`config.mk`:
```
export PLATFORM = sky130hd
export DESIGN_NAME = video_pattern_gen
export DESIGN_NICKNAME = d
export VERILOG_FILES = /design/src/rtl/video_pattern_pkg.sv /design/src/rtl/video_timing_core.sv /design/src/rtl/video_pattern_gen.sv
export SDC_FILE = /design/constraint.sdc
export NUM_CORES = 1
export LEC_CHECK = 0
export BUFFER_PORTS_ARGS = -buffer_cell sky130_fd_sc_hd__buf_2
export CAP_MARGIN = 15
export CORE_MARGIN = 10
export CORE_UTILIZATION = 55
export DETAILED_ROUTE_END_ITERATION = 10
export GPL_TIMING_DRIVEN = 0
export PLACE_DENSITY = 0.77
export RECOVER_POWER = 25
export SYNTH_ARGS = -nofsm -noshare
export SYNTH_HDL_FRONTEND = slang
export SYNTH_SLANG_ARGS = --single-unit
```
`constraint.sdc`:
```
create_clock -name pixel_clk -period 6.6 [get_ports pixel_clk]
set_input_delay 0.66 -clock pixel_clk [delete_from_list [all_inputs] [get_ports pixel_clk]]
set_output_delay 0.66 -clock pixel_clk [all_outputs]
set_load 0.01 [all_outputs]
```
`src/rtl/video_pattern_pkg.sv`:
```
// Shared colour constants, pattern codes and the colour-bar palette lookup.
package video_pattern_pkg;

    localparam logic [23:0] WHITE   = 24'hFFFFFF;
    localparam logic [23:0] YELLOW  = 24'hFFFF00;
    localparam logic [23:0] CYAN    = 24'h00FFFF;
    localparam logic [23:0] GREEN   = 24'h00FF00;
    localparam logic [23:0] MAGENTA = 24'hFF00FF;
    localparam logic [23:0] RED     = 24'hFF0000;
    localparam logic [23:0] BLUE    = 24'h0000FF;
    localparam logic [23:0] BLACK   = 24'h000000;

    localparam logic [2:0] PAT_BARS    = 3'd0;
    localparam logic [2:0] PAT_CHECKER = 3'd1;
    localparam logic [2:0] PAT_GRAY    = 3'd2;
    localparam logic [2:0] PAT_SOLID   = 3'd3;
    localparam logic [2:0] PAT_BOX     = 3'd4;

    // Classic SMPTE-like ordering, brightest first.
    function automatic logic [23:0] bar_color(input logic [2:0] idx);
        case (idx)
            3'd0:    return WHITE;
            3'd1:    return YELLOW;
            3'd2:    return CYAN;
            3'd3:    return GREEN;
            3'd4:    return MAGENTA;
            3'd5:    return RED;
            3'd6:    return BLUE;
            default: return BLACK;
        endcase
    endfunction

endpackage

```
`src/rtl/video_timing_core.sv`:
```
// Raster counters plus combinational sync / data-enable / frame-start decode.
// Line and frame order: sync, back porch, active, front porch.
module video_timing_core #(
    parameter int H_ACTIVE = 1280,
    parameter int H_FP     = 110,
    parameter int H_SYNC   = 40,
    parameter int H_BP     = 220,
    parameter int V_ACTIVE = 720,
    parameter int V_FP     = 5,
    parameter int V_SYNC   = 5,
    parameter int V_BP     = 20,
    parameter int CW       = 12
) (
    input  logic          i_clk,
    input  logic          i_rst_n,
    input  logic          i_enable,
    output logic [CW-1:0] o_h_cnt,
    output logic [CW-1:0] o_v_cnt,
    output logic          o_hs_act,
    output logic          o_vs_act,
    output logic          o_h_act,
    output logic          o_de,
    output logic          o_frame_start
);
    localparam logic [CW-1:0] H_LAST = CW'(H_SYNC + H_BP + H_ACTIVE + H_FP - 1);
    localparam logic [CW-1:0] V_LAST = CW'(V_SYNC + V_BP + V_ACTIVE + V_FP - 1);
    localparam logic [CW-1:0] H_AS   = CW'(H_SYNC + H_BP);
    localparam logic [CW-1:0] H_AE   = CW'(H_SYNC + H_BP + H_ACTIVE);
    localparam logic [CW-1:0] V_AS   = CW'(V_SYNC + V_BP);
    localparam logic [CW-1:0] V_AE   = CW'(V_SYNC + V_BP + V_ACTIVE);
    localparam logic [CW-1:0] H_SW   = CW'(H_SYNC);
    localparam logic [CW-1:0] V_SW   = CW'(V_SYNC);

    logic [CW-1:0] r_h_cnt, r_v_cnt;
    logic          w_v_act;

    // Raster scan; disabling parks the counters at the frame origin.
    always_ff @(posedge i_clk or negedge i_rst_n) begin
        if (!i_rst_n) begin
            r_h_cnt <= '0;
            r_v_cnt <= '0;
        end else if (!i_enable) begin
            r_h_cnt <= '0;
            r_v_cnt <= '0;
        end else if (r_h_cnt == H_LAST) begin
            r_h_cnt <= '0;
            r_v_cnt <= (r_v_cnt == V_LAST) ? '0 : r_v_cnt + CW'(1);
        end else begin
            r_h_cnt <= r_h_cnt + CW'(1);
        end
    end

    assign w_v_act       = (r_v_cnt >= V_AS) && (r_v_cnt < V_AE);
    assign o_h_act       = (r_h_cnt >= H_AS) && (r_h_cnt < H_AE);
    assign o_de          = o_h_act && w_v_act;
    assign o_hs_act      = r_h_cnt < H_SW;
    assign o_vs_act      = r_v_cnt < V_SW;
    assign o_frame_start = (r_h_cnt == '0) && (r_v_cnt == '0);
    assign o_h_cnt       = r_h_cnt;
    assign o_v_cnt       = r_v_cnt;

endmodule

```
`src/rtl/video_pattern_gen.sv`:
```
// Test-pattern generator on top of the timing core. Every output is registered
// one cycle after the counter state it describes, so all outputs stay aligned.
module video_pattern_gen
    import video_pattern_pkg::*;
#(
    parameter int H_ACTIVE = 1280,
    parameter int H_FP     = 110,
    parameter int H_SYNC   = 40,
    parameter int H_BP     = 220,
    parameter int V_ACTIVE = 720,
    parameter int V_FP     = 5,
    parameter int V_SYNC   = 5,
    parameter int V_BP     = 20,
    parameter bit HS_POL   = 1'b1,
    parameter bit VS_POL   = 1'b1,
    parameter int NUM_BARS = 8,
    parameter int BOX_SIZE = 64,
    parameter int CW       = 12
) (
    input  logic          pixel_clk,
    input  logic          sys_rst_n,
    input  logic          enable,
    input  logic [2:0]    pattern_sel,
    input  logic [23:0]   solid_rgb,
    output logic          video_hs,
    output logic          video_vs,
    output logic          video_de,
    output logic [23:0]   video_rgb,
    output logic [CW-1:0] pixel_xpos,
    output logic [CW-1:0] pixel_ypos,
    output logic          frame_start,
    output logic [15:0]   frame_cnt
);
    localparam logic [CW-1:0] H_AS     = CW'(H_SYNC + H_BP);
    localparam logic [CW-1:0] V_AS     = CW'(V_SYNC + V_BP);
    localparam logic [CW-1:0] BAR_W_M1 = CW'(H_ACTIVE / NUM_BARS - 1);
    localparam logic [2:0]    LAST_BAR = 3'(NUM_BARS - 1);
    localparam logic [CW-1:0] BOX_SZ   = CW'(BOX_SIZE);
    localparam logic [CW-1:0] BOX_XMAX = CW'(H_ACTIVE - BOX_SIZE);
    localparam logic [CW-1:0] BOX_Y0   = CW'(V_ACTIVE / 2 - BOX_SIZE / 2);

    logic [CW-1:0] w_h_cnt, w_v_cnt, w_x, w_y;
    logic          w_hs_act, w_vs_act, w_h_act, w_de, w_fs, w_in_box;
    logic [23:0]   w_rgb;

    logic [2:0]    r_pat, r_bar_idx;
    logic [CW-1:0] r_bar_px, r_box_x, r_box_cur;
    logic [15:0]   r_frame_cnt;
    logic          r_hs, r_vs, r_de, r_fs;
    logic [23:0]   r_rgb;
    logic [CW-1:0] r_xpos, r_ypos;

    video_timing_core #(
        .H_ACTIVE(H_ACTIVE), .H_FP(H_FP), .H_SYNC(H_SYNC), .H_BP(H_BP),
        .V_ACTIVE(V_ACTIVE), .V_FP(V_FP), .V_SYNC(V_SYNC), .V_BP(V_BP),
        .CW(CW)
    ) u_timing (
        .i_clk        (pixel_clk),
        .i_rst_n      (sys_rst_n),
        .i_enable     (enable),
        .o_h_cnt      (w_h_cnt),
        .o_v_cnt      (w_v_cnt),
        .o_hs_act     (w_hs_act),
        .o_vs_act     (w_vs_act),
        .o_h_act      (w_h_act),
        .o_de         (w_de),
        .o_frame_start(w_fs)
    );

    assign w_x      = w_de ? (w_h_cnt - H_AS) : '0;
    assign w_y      = w_de ? (w_v_cnt - V_AS) : '0;
    assign w_in_box = (w_x >= r_box_cur) && (w_x < r_box_cur + BOX_SZ) &&
                      (w_y >= BOX_Y0) && (w_y < BOX_Y0 + BOX_SZ);

    // Bar index tracks x with a pixel-in-bar counter; the last bar soaks up the remainder.
    always_ff @(posedge pixel_clk or negedge sys_rst_n) begin
        if (!sys_rst_n) begin
            r_bar_px  <= '0;
            r_bar_idx <= '0;
        end else if (!enable || !w_h_act) begin
            r_bar_px  <= '0;
            r_bar_idx <= '0;
        end else if (r_bar_px == BAR_W_M1 && r_bar_idx != LAST_BAR) begin
            r_bar_px  <= '0;
            r_bar_idx <= r_bar_idx + 3'd1;
        end else begin
            r_bar_px  <= r_bar_px + CW'(1);
        end
    end

    // Per-frame state: pattern and box position are latched only at frame start,
    // so a frame is never torn. r_box_x is the position the next frame will use.
    always_ff @(posedge pixel_clk or negedge sys_rst_n) begin
        if (!sys_rst_n) begin
            r_pat       <= PAT_BARS;
            r_box_x     <= '0;
            r_box_cur   <= '0;
            r_frame_cnt <= '0;
        end else if (enable && w_fs) begin
            r_pat       <= pattern_sel;
            r_box_cur   <= r_box_x;
            r_box_x     <= (r_box_x >= BOX_XMAX) ? '0 : r_box_x + CW'(1);
            r_frame_cnt <= r_frame_cnt + 16'd1;
        end
    end

    // Pixel colour for the current counter position; black outside active video.
    always_comb begin
        w_rgb = BLACK;
        case (r_pat)
            PAT_BARS:    w_rgb = bar_color(r_bar_idx);
            PAT_CHECKER: w_rgb = (w_x[5] ^ w_y[5]) ? WHITE : BLACK;
            PAT_GRAY:    w_rgb = {3{w_x[7:0]}};
            PAT_SOLID:   w_rgb = solid_rgb;
            PAT_BOX:     w_rgb = w_in_box ? WHITE : BLUE;
            default:     w_rgb = BLACK;
        endcase
        if (!w_de) w_rgb = BLACK;
    end

    // Output register stage; disabled or reset means idle levels.
    always_ff @(posedge pixel_clk or negedge sys_rst_n) begin
        if (!sys_rst_n) begin
            r_hs <= ~HS_POL; r_vs <= ~VS_POL; r_de <= 1'b0; r_fs <= 1'b0;
            r_rgb <= '0; r_xpos <= '0; r_ypos <= '0;
        end else if (!enable) begin
            r_hs <= ~HS_POL; r_vs <= ~VS_POL; r_de <= 1'b0; r_fs <= 1'b0;
            r_rgb <= '0; r_xpos <= '0; r_ypos <= '0;
        end else begin
            r_hs   <= w_hs_act ? HS_POL : ~HS_POL;
            r_vs   <= w_vs_act ? VS_POL : ~VS_POL;
            r_de   <= w_de;
            r_fs   <= w_fs;
            r_rgb  <= w_rgb;
            r_xpos <= w_x;
            r_ypos <= w_y;
        end
    end

    assign video_hs    = r_hs;
    assign video_vs    = r_vs;
    assign video_de    = r_de;
    assign video_rgb   = r_rgb;
    assign pixel_xpos  = r_xpos;
    assign pixel_ypos  = r_ypos;
    assign frame_start = r_fs;
    assign frame_cnt   = r_frame_cnt;

endmodule

```
# Word-level counts from Yosys, hierarchy flattened
# Cells that the tools add are included.
# Widths: inputs -> output; s select.
[op_classes]
addsub = 9
n_lt_le_gt_ge = 11
n_eq_ne = 15
n_mux = 26
bitwise = 1
n_reduce_logical = 17
[op_table]
columns = ["cell", "n"]
rows = [
  ["$pmux 24 s7", 1],
  ["$mux 12", 12],
  ["$pmux 24 s5", 1],
  ["$mux 24", 4],
  ["$add 12x1->12 const B", 4],
  ["$ge 12x9->1 const B", 2],
  ["$logic_not 12->1", 2],
  ["$add 16x1->16 const B", 1],
  ["$add 12x7->12 const B", 1],
  ["$eq 12x10->1 const B", 1],
  ["$eq 12x11->1 const B", 1],
  ["$eq 12x8->1 const B", 1],
  ["$eq 3x2->1 const B", 4],
  ["$eq 3x3->1 const B", 4],
  ["$ge 12x11->1 const B", 1],
  ["$ge 12x12->1", 1],
  ["$ge 12x5->1 const B", 1],
  ["$lt 12x10->1 const B", 1],
  ["$lt 12x11->1 const B", 1],
  ["$lt 12x12->1", 1],
  ["$lt 12x3->1 const B", 1],
  ["$lt 12x6->1 const B", 1],
  ["$lt 12x9->1 const B", 1],
  ["$sub 12x5->12 const B", 1],
  ["13 further kinds", 30],
]
[word_totals]
ff_bits = 134
inputBits = 30
out_inout_bits = 68
wordCells = 94

# Longest topological paths before layout
[depth]
depth_word = 12
depth_mapped = 18
ltp_nobuf = 16

# Cells and area by module
# From an unflattened synthesis, not the netlist that was laid out.
[unflattened]
cells_unflattened = 734
hier_area_um2 = 7105.6
[modules_own_cells]
columns = ["mod", "instances", "cells_each", "area_each_um2", "seq_area_each_um2"]
rows = [
  ["video_pattern_gen", 1, 566, 5576.6, 2752.6],
  ["video_timing_core", 1, 168, 1529.0, 600.6],
]

# Worst setup path after synthesis
# Ideal clock, no wire load.
[synth_timing]
path_type = "register to register"
from = "register u_timing.r_v_cnt[0], in the netlist u_timing.o_v_cnt[0]"
to = "register r_rgb[14], in the netlist video_rgb[14]"
setup_ps = 130
t_arrival_ps = 3502
required_time_ps = 6470
setup_slack_ps = 2968
path_stages_with_launch = 18
path_buffers = 3
period_less_slack_ps = 3632
cell_sequence = "dfrtp_1 -> clkbuf_1 -> inv_1 -> ha_1 -> nand2b_1 -> a31o_2 -> a221oi_1 -> nand3_1 -> clkbuf_1 -> nor2_1 -> ha_1 -> a21o_1 -> a21oi_1 -> nand2_1 -> o311a_1 -> nand4_1 -> buf_2 -> o21ai_0"
[synth_via]
elab_chain_len = 12
word_cells_on_any_way = 20
classes_between = "add/sub (1); order compare (6); mux (7); bitwise (1); reduce/logical (5)"
[synth_lines]
columns = ["element", "line", "rtl"]
rows = [
  ["start, declared", "video_timing_core.sv:34", "logic [CW-1:0] r_h_cnt, r_v_cnt;"],
  ["start signal, assigned", "video_timing_core.sv:47", "r_v_cnt <= (r_v_cnt == V_LAST) ? '0 : r_v_cnt + CW'(1);"],
  ["$ge 12x5->1 / $lt 12x10->1 (equally long branches)", "video_timing_core.sv:53", "assign w_v_act = (r_v_cnt >= V_AS) && (r_v_cnt < V_AE);"],
  ["$logic_and 1x1->1", "video_timing_core.sv:53", ""],
  ["$logic_and 1x1->1", "video_timing_core.sv:55", "assign o_de = o_h_act && w_v_act;"],
  ["$mux 12", "video_pattern_gen.sv:70", "assign w_x = w_de ? (w_h_cnt - H_AS) : '0;"],
  ["$ge 12x12->1 / $lt 12x12->1 (equally long branches)", "video_pattern_gen.sv:72", "assign w_in_box = (w_x >= r_box_cur) && (w_x < r_box_cur + BOX_SZ) &&"],
  ["$logic_and 1x1->1 (2 in a row)", "video_pattern_gen.sv:72", ""],
  ["$logic_and 1x1->1", "video_pattern_gen.sv:73", "(w_y >= BOX_Y0) && (w_y < BOX_Y0 + BOX_SZ);"],
  ["$mux 24", "video_pattern_gen.sv:115", "PAT_BOX: w_rgb = w_in_box ? WHITE : BLUE;"],
  ["$pmux 24 s5", "video_pattern_gen.sv:110", "case (r_pat)"],
  ["$mux 24 (*)", "video_pattern_gen.sv:118", "if (!w_de) w_rgb = BLACK;"],
  ["$mux 24 (*)", "video_pattern_gen.sv:126", "end else if (!enable) begin"],
  ["end signal, assigned", "video_pattern_gen.sv:134", "r_rgb <= w_rgb;"],
  ["end, declared", "video_pattern_gen.sv:50", "logic [23:0] r_rgb;"],
]
# Every way passes the cells marked *; elsewhere a longest branch is shown, timed or not.
# A chain may end at the register's enable or synchronous reset.

# Worst setup path in the final report
[layout_timing]
from = "register u_timing.r_v_cnt[0], in the netlist u_timing.o_v_cnt[0]"
to = "register r_rgb[15], in the netlist video_rgb[15]"
# Same word-level chain as after synthesis.

==> results.ini <==
[outcome]
outcome = finished, violations left
failing_checks = capacitance limit, slew limit

[drt]
total_via_count_in_the_routed_design = 6074
drt-wirelength-per-cell_um = 16.8
route.detailed.vias_per_inst = 5.64
finalWirelength_um = 18100
ant_nets = 0
detailedRoute.firstPassIterationCount = 5
detail_route.drc_violations = 0
drt_iter0_markers = 428

[worst_setup_path]
critPathRequiredTime_ps = 6950
timing.critical_path.arrival_ps = 5020
criticalPathCategory = register to register
crit_path_max_fo = 10
critical_path.endpoint_type = register
start_kind = register
worstRegToRegCells = 18

[final_layout]
antenna_cells_inserted = 0
final-instance-count-excl-fill = 1076
drive_gt1_share_pct = 16.4
commonest_non_fill_non_tap_cell_in_the_layout = sky130_fd_sc_hd__dfrtp_1
layout-area-overhead-vs-synth_pct = 18.0
layout_common_cells = sky130_fd_sc_hd__dfrtp_1 (134), sky130_fd_sc_hd__buf_2 (104), sky130_fd_sc_hd__nand2_1 (94)
finish.net_count = 960

[clock_network]
root_buffer = sky130_fd_sc_hd__clkbuf_16
hold_fix_buffer_count_after_cts = 0
postCtsResizedCells = 0
cts.repair_timing.setup_buffer_count = 0
tritoncts_clock_tree = yes
level_count_of_the_clock_h_tree = 4
cts_buffer_depth = 2
cts_inserted_buffers = 17
clock-sinks = 134
clk-insertion-delay-late_ps = 430
path_clk_slew_ps = 60

[power_and_ir_drop]
power_per_cell_area_nw_per_um2 = 253
power_frac_clock_pct = 43.7
pwr-share-seq_pct = 42.9
vdd_drop_max_mv = 0.176
netSwitchingPower_w = 0.000574
power_internal_w = 0.00156
final_total_pwr_w = 0.00213
leakagePower_nw = 4.21
switching_share_pct = 26.9
share_comb_of_total_power_pct = 13.4

[floorplan]
die_y_um = 134
die_width_um = 134
ios = 98
design.die.area_sq_um = 18000
initial_core_util_pct = 56.5
floorplan.rows = 41
floorplan_core_area_sq_um = 12700

[global_route]
antenna_found_initial = 0
globalRouteOverflowTotal = 0
grt_max_degree = 80
grt_usage_pct = 20.8
grt_first_pass_wirelength_um = 30200
number_of_global_route_vias_before_repair = 6022

[job]
max_cap_violations = 2

[sta]
report.final.setup_viol = 0
finalCritPeriodShare_pct = 70.9
setup_total_negative_slack_ps = 0
grt_setup_unrepaired = no
timing_hold_violations_final = 0
timing.max_slew.rel_slack_pct = -87.7
slew_viol_final = 137
final_period_minus_worst_setup_slack_ps = 4680
fmaxAchievable_mhz = 214
tightestPinTransition_ps = 2820
worst_clock_skew_ps = 7.03

[place]
place.gp.congestion = 0.889
io_buffers = 97
placedCellCount = 1045
dp_hpwl_um = 13100

[logic_synthesis]
syn-num-nets = 842
synth-seq-area-share_pct = 46.9
syn-mean-instance-area_sq_um = 9.24
number_of_enable_type_register_cells_in_the_synthesized_netlist = 0
synth_cell_types = 58
synth-seq-cells = 134
synth_top_cell_area_share_pct = 46.9
ys.warnings.count = 0
netlist_area_sq_um = 7150
synthTopCellsByArea = sky130_fd_sc_hd__dfrtp_1 (47%), sky130_fd_sc_hd__ha_1 (6.6%), sky130_fd_sc_hd__nand2_1 (4.9%), sky130_fd_sc_hd__nor2_1 (4.9%), sky130_fd_sc_hd__xnor2_1 (4.5%)
post_synth_inst_count = 774
synth_ff_type = sky130_fd_sc_hd__dfrtp_1
synth_async_sr_flop_share_pct = 100
biggest_area_consumer_among_synthesized_cells = sky130_fd_sc_hd__dfrtp_1

[min_path]
hold_path_class = input port to register
min_path_cells = 3

-- stage by stage --
stage          instance area (sq um)  util [%]  worst slack, ps  hold WS [ps]
2_1_floorplan                   7150         -             2970           364
3_3_place_gp                    7850      62.0             2100           458
3_5_place_dp                    7890      62.3             2070           462
4_1_cts                         8470      66.8             2000           200
5_1_grt                         8440      66.6             1500           431
6_report                        8440      66.6             1920           429
-- layout make-up --
cell class,count,area [sq um]
fillers,1050,4230
multi-input cells,570,3520
flip-flops and latches,134,3350
repair buffers,99,494
clock buffers,22,474
well taps,172,215
plain buffers,35,148
inverters,35,131
clock inverters,9,101
-- worst max-delay path, stage by stage (launching register included) --
cell and delay, ps:
sky130_fd_sc_hd__dfrtp_1 400, sky130_fd_sc_hd__clkbuf_1 220, sky130_fd_sc_hd__inv_1 120, sky130_fd_sc_hd__ha_1 190, sky130_fd_sc_hd__nand2b_1 130, sky130_fd_sc_hd__a31o_2 270
sky130_fd_sc_hd__a221oi_1 540, sky130_fd_sc_hd__nand3_1 290, sky130_fd_sc_hd__clkbuf_1 290, sky130_fd_sc_hd__nor3_1 340, sky130_fd_sc_hd__ha_1 290, sky130_fd_sc_hd__and4_1 190
sky130_fd_sc_hd__nand2_1 80, sky130_fd_sc_hd__nand4b_1 100, sky130_fd_sc_hd__a221oi_1 240, sky130_fd_sc_hd__o311a_1 220, sky130_fd_sc_hd__nand4_1 280, sky130_fd_sc_hd__buf_2 300
sky130_fd_sc_hd__o21ai_0 100
-- power groups by stage --
stage	Combinational (W)	Clock (W)	Sequential, W
floorplan	0.000181	0	0.000927
global placement	0.000276	0	0.000928
detailed placement	0.000284	0	0.000929
CTS	0.000287	0.000940	0.000916
global route	0.000326	0.000976	0.000924
finish	0.000285	0.000932	0.000916
-- registers in the layout, indices dropped and copies added (netlist names) --
register          count
u_timing.o_h_cnt     12
r_pat                 3
video_vs              1
frame_start           1
video_hs              1
r_bar_idx             3
video_de              1
pixel_xpos           12
r_box_x              12
u_timing.o_v_cnt     12
pixel_ypos           12
r_bar_px             12
video_rgb            24
frame_cnt            16
r_box_cur            12
-- logic make-up (layout without fill, tap and decap cells) --
group | count (synthesis) | count (layout) | share of synthesized area, %
adders and majority gates | 38 | 38 | 6.65
DFF | 134 | 134 | 46.9
xor gates and xnor gates | 60 | 60 | 7.35
AOI/OAI and AO/OA | 141 | 141 | 12.2
buffers and inverters | 70 | 200 | 3.90
and+or+nand+nor | 327 | 327 | 22.5
muxes | 4 | 4 | 0.560
-- cell usage after synthesis (4+ instances only) --
cell type	number
sky130_fd_sc_hd__nor3_1	18
sky130_fd_sc_hd__nand3_1	34
sky130_fd_sc_hd__a21o_1	5
sky130_fd_sc_hd__a21oi_1	28
sky130_fd_sc_hd__a221oi_1	7
sky130_fd_sc_hd__o21ai_0	55
sky130_fd_sc_hd__and3_1	15
sky130_fd_sc_hd__a31oi_1	11
sky130_fd_sc_hd__xor2_1	23
sky130_fd_sc_hd__nand2_1	94
sky130_fd_sc_hd__xnor2_1	37
sky130_fd_sc_hd__nand2b_1	9
sky130_fd_sc_hd__inv_1	35
sky130_fd_sc_hd__ha_1	38
sky130_fd_sc_hd__clkbuf_1	27
sky130_fd_sc_hd__nor2_1	93
sky130_fd_sc_hd__nor3b_1	4
sky130_fd_sc_hd__and4_1	4
sky130_fd_sc_hd__dfrtp_1	134
sky130_fd_sc_hd__mux2i_1	4
sky130_fd_sc_hd__nor2b_1	12
sky130_fd_sc_hd__nand4_1	14
sky130_fd_sc_hd__buf_2	7
-- final timing paths --
kind | from | to | slack [ps]
worst max register to register | u_timing.o_v_cnt[0]$_DFFE_PN0P_ | video_rgb[15]$_DFF_PN0_ | 1920
worst min-delay path | pattern_sel[0] | r_pat[0]$_DFFE_PN0P_ | 430
worst max-delay path | u_timing.o_v_cnt[0]$_DFFE_PN0P_ | video_rgb[15]$_DFF_PN0_ | 1920
worst min register to register | frame_cnt[15]$_DFFE_PN0P_ | frame_cnt[15]$_DFFE_PN0P_ | 460
min in group asynchronous | sys_rst_n | r_box_x[3]$_DFFE_PN0P_ | 1140
max in group asynchronous | sys_rst_n | u_timing.o_v_cnt[8]$_DFFE_PN0P_ | 2410
-- per-layer routing --
layer	vias up	track usage, %	routed length (um)
met2	224	33.5	8620
met3	48	5.45	1240
li1	2913	-	-
met4	0	8.71	479
met5	-	0	0
met1	2889	25.9	7780
No activity file was read; power rests on OpenSTA's default activity.
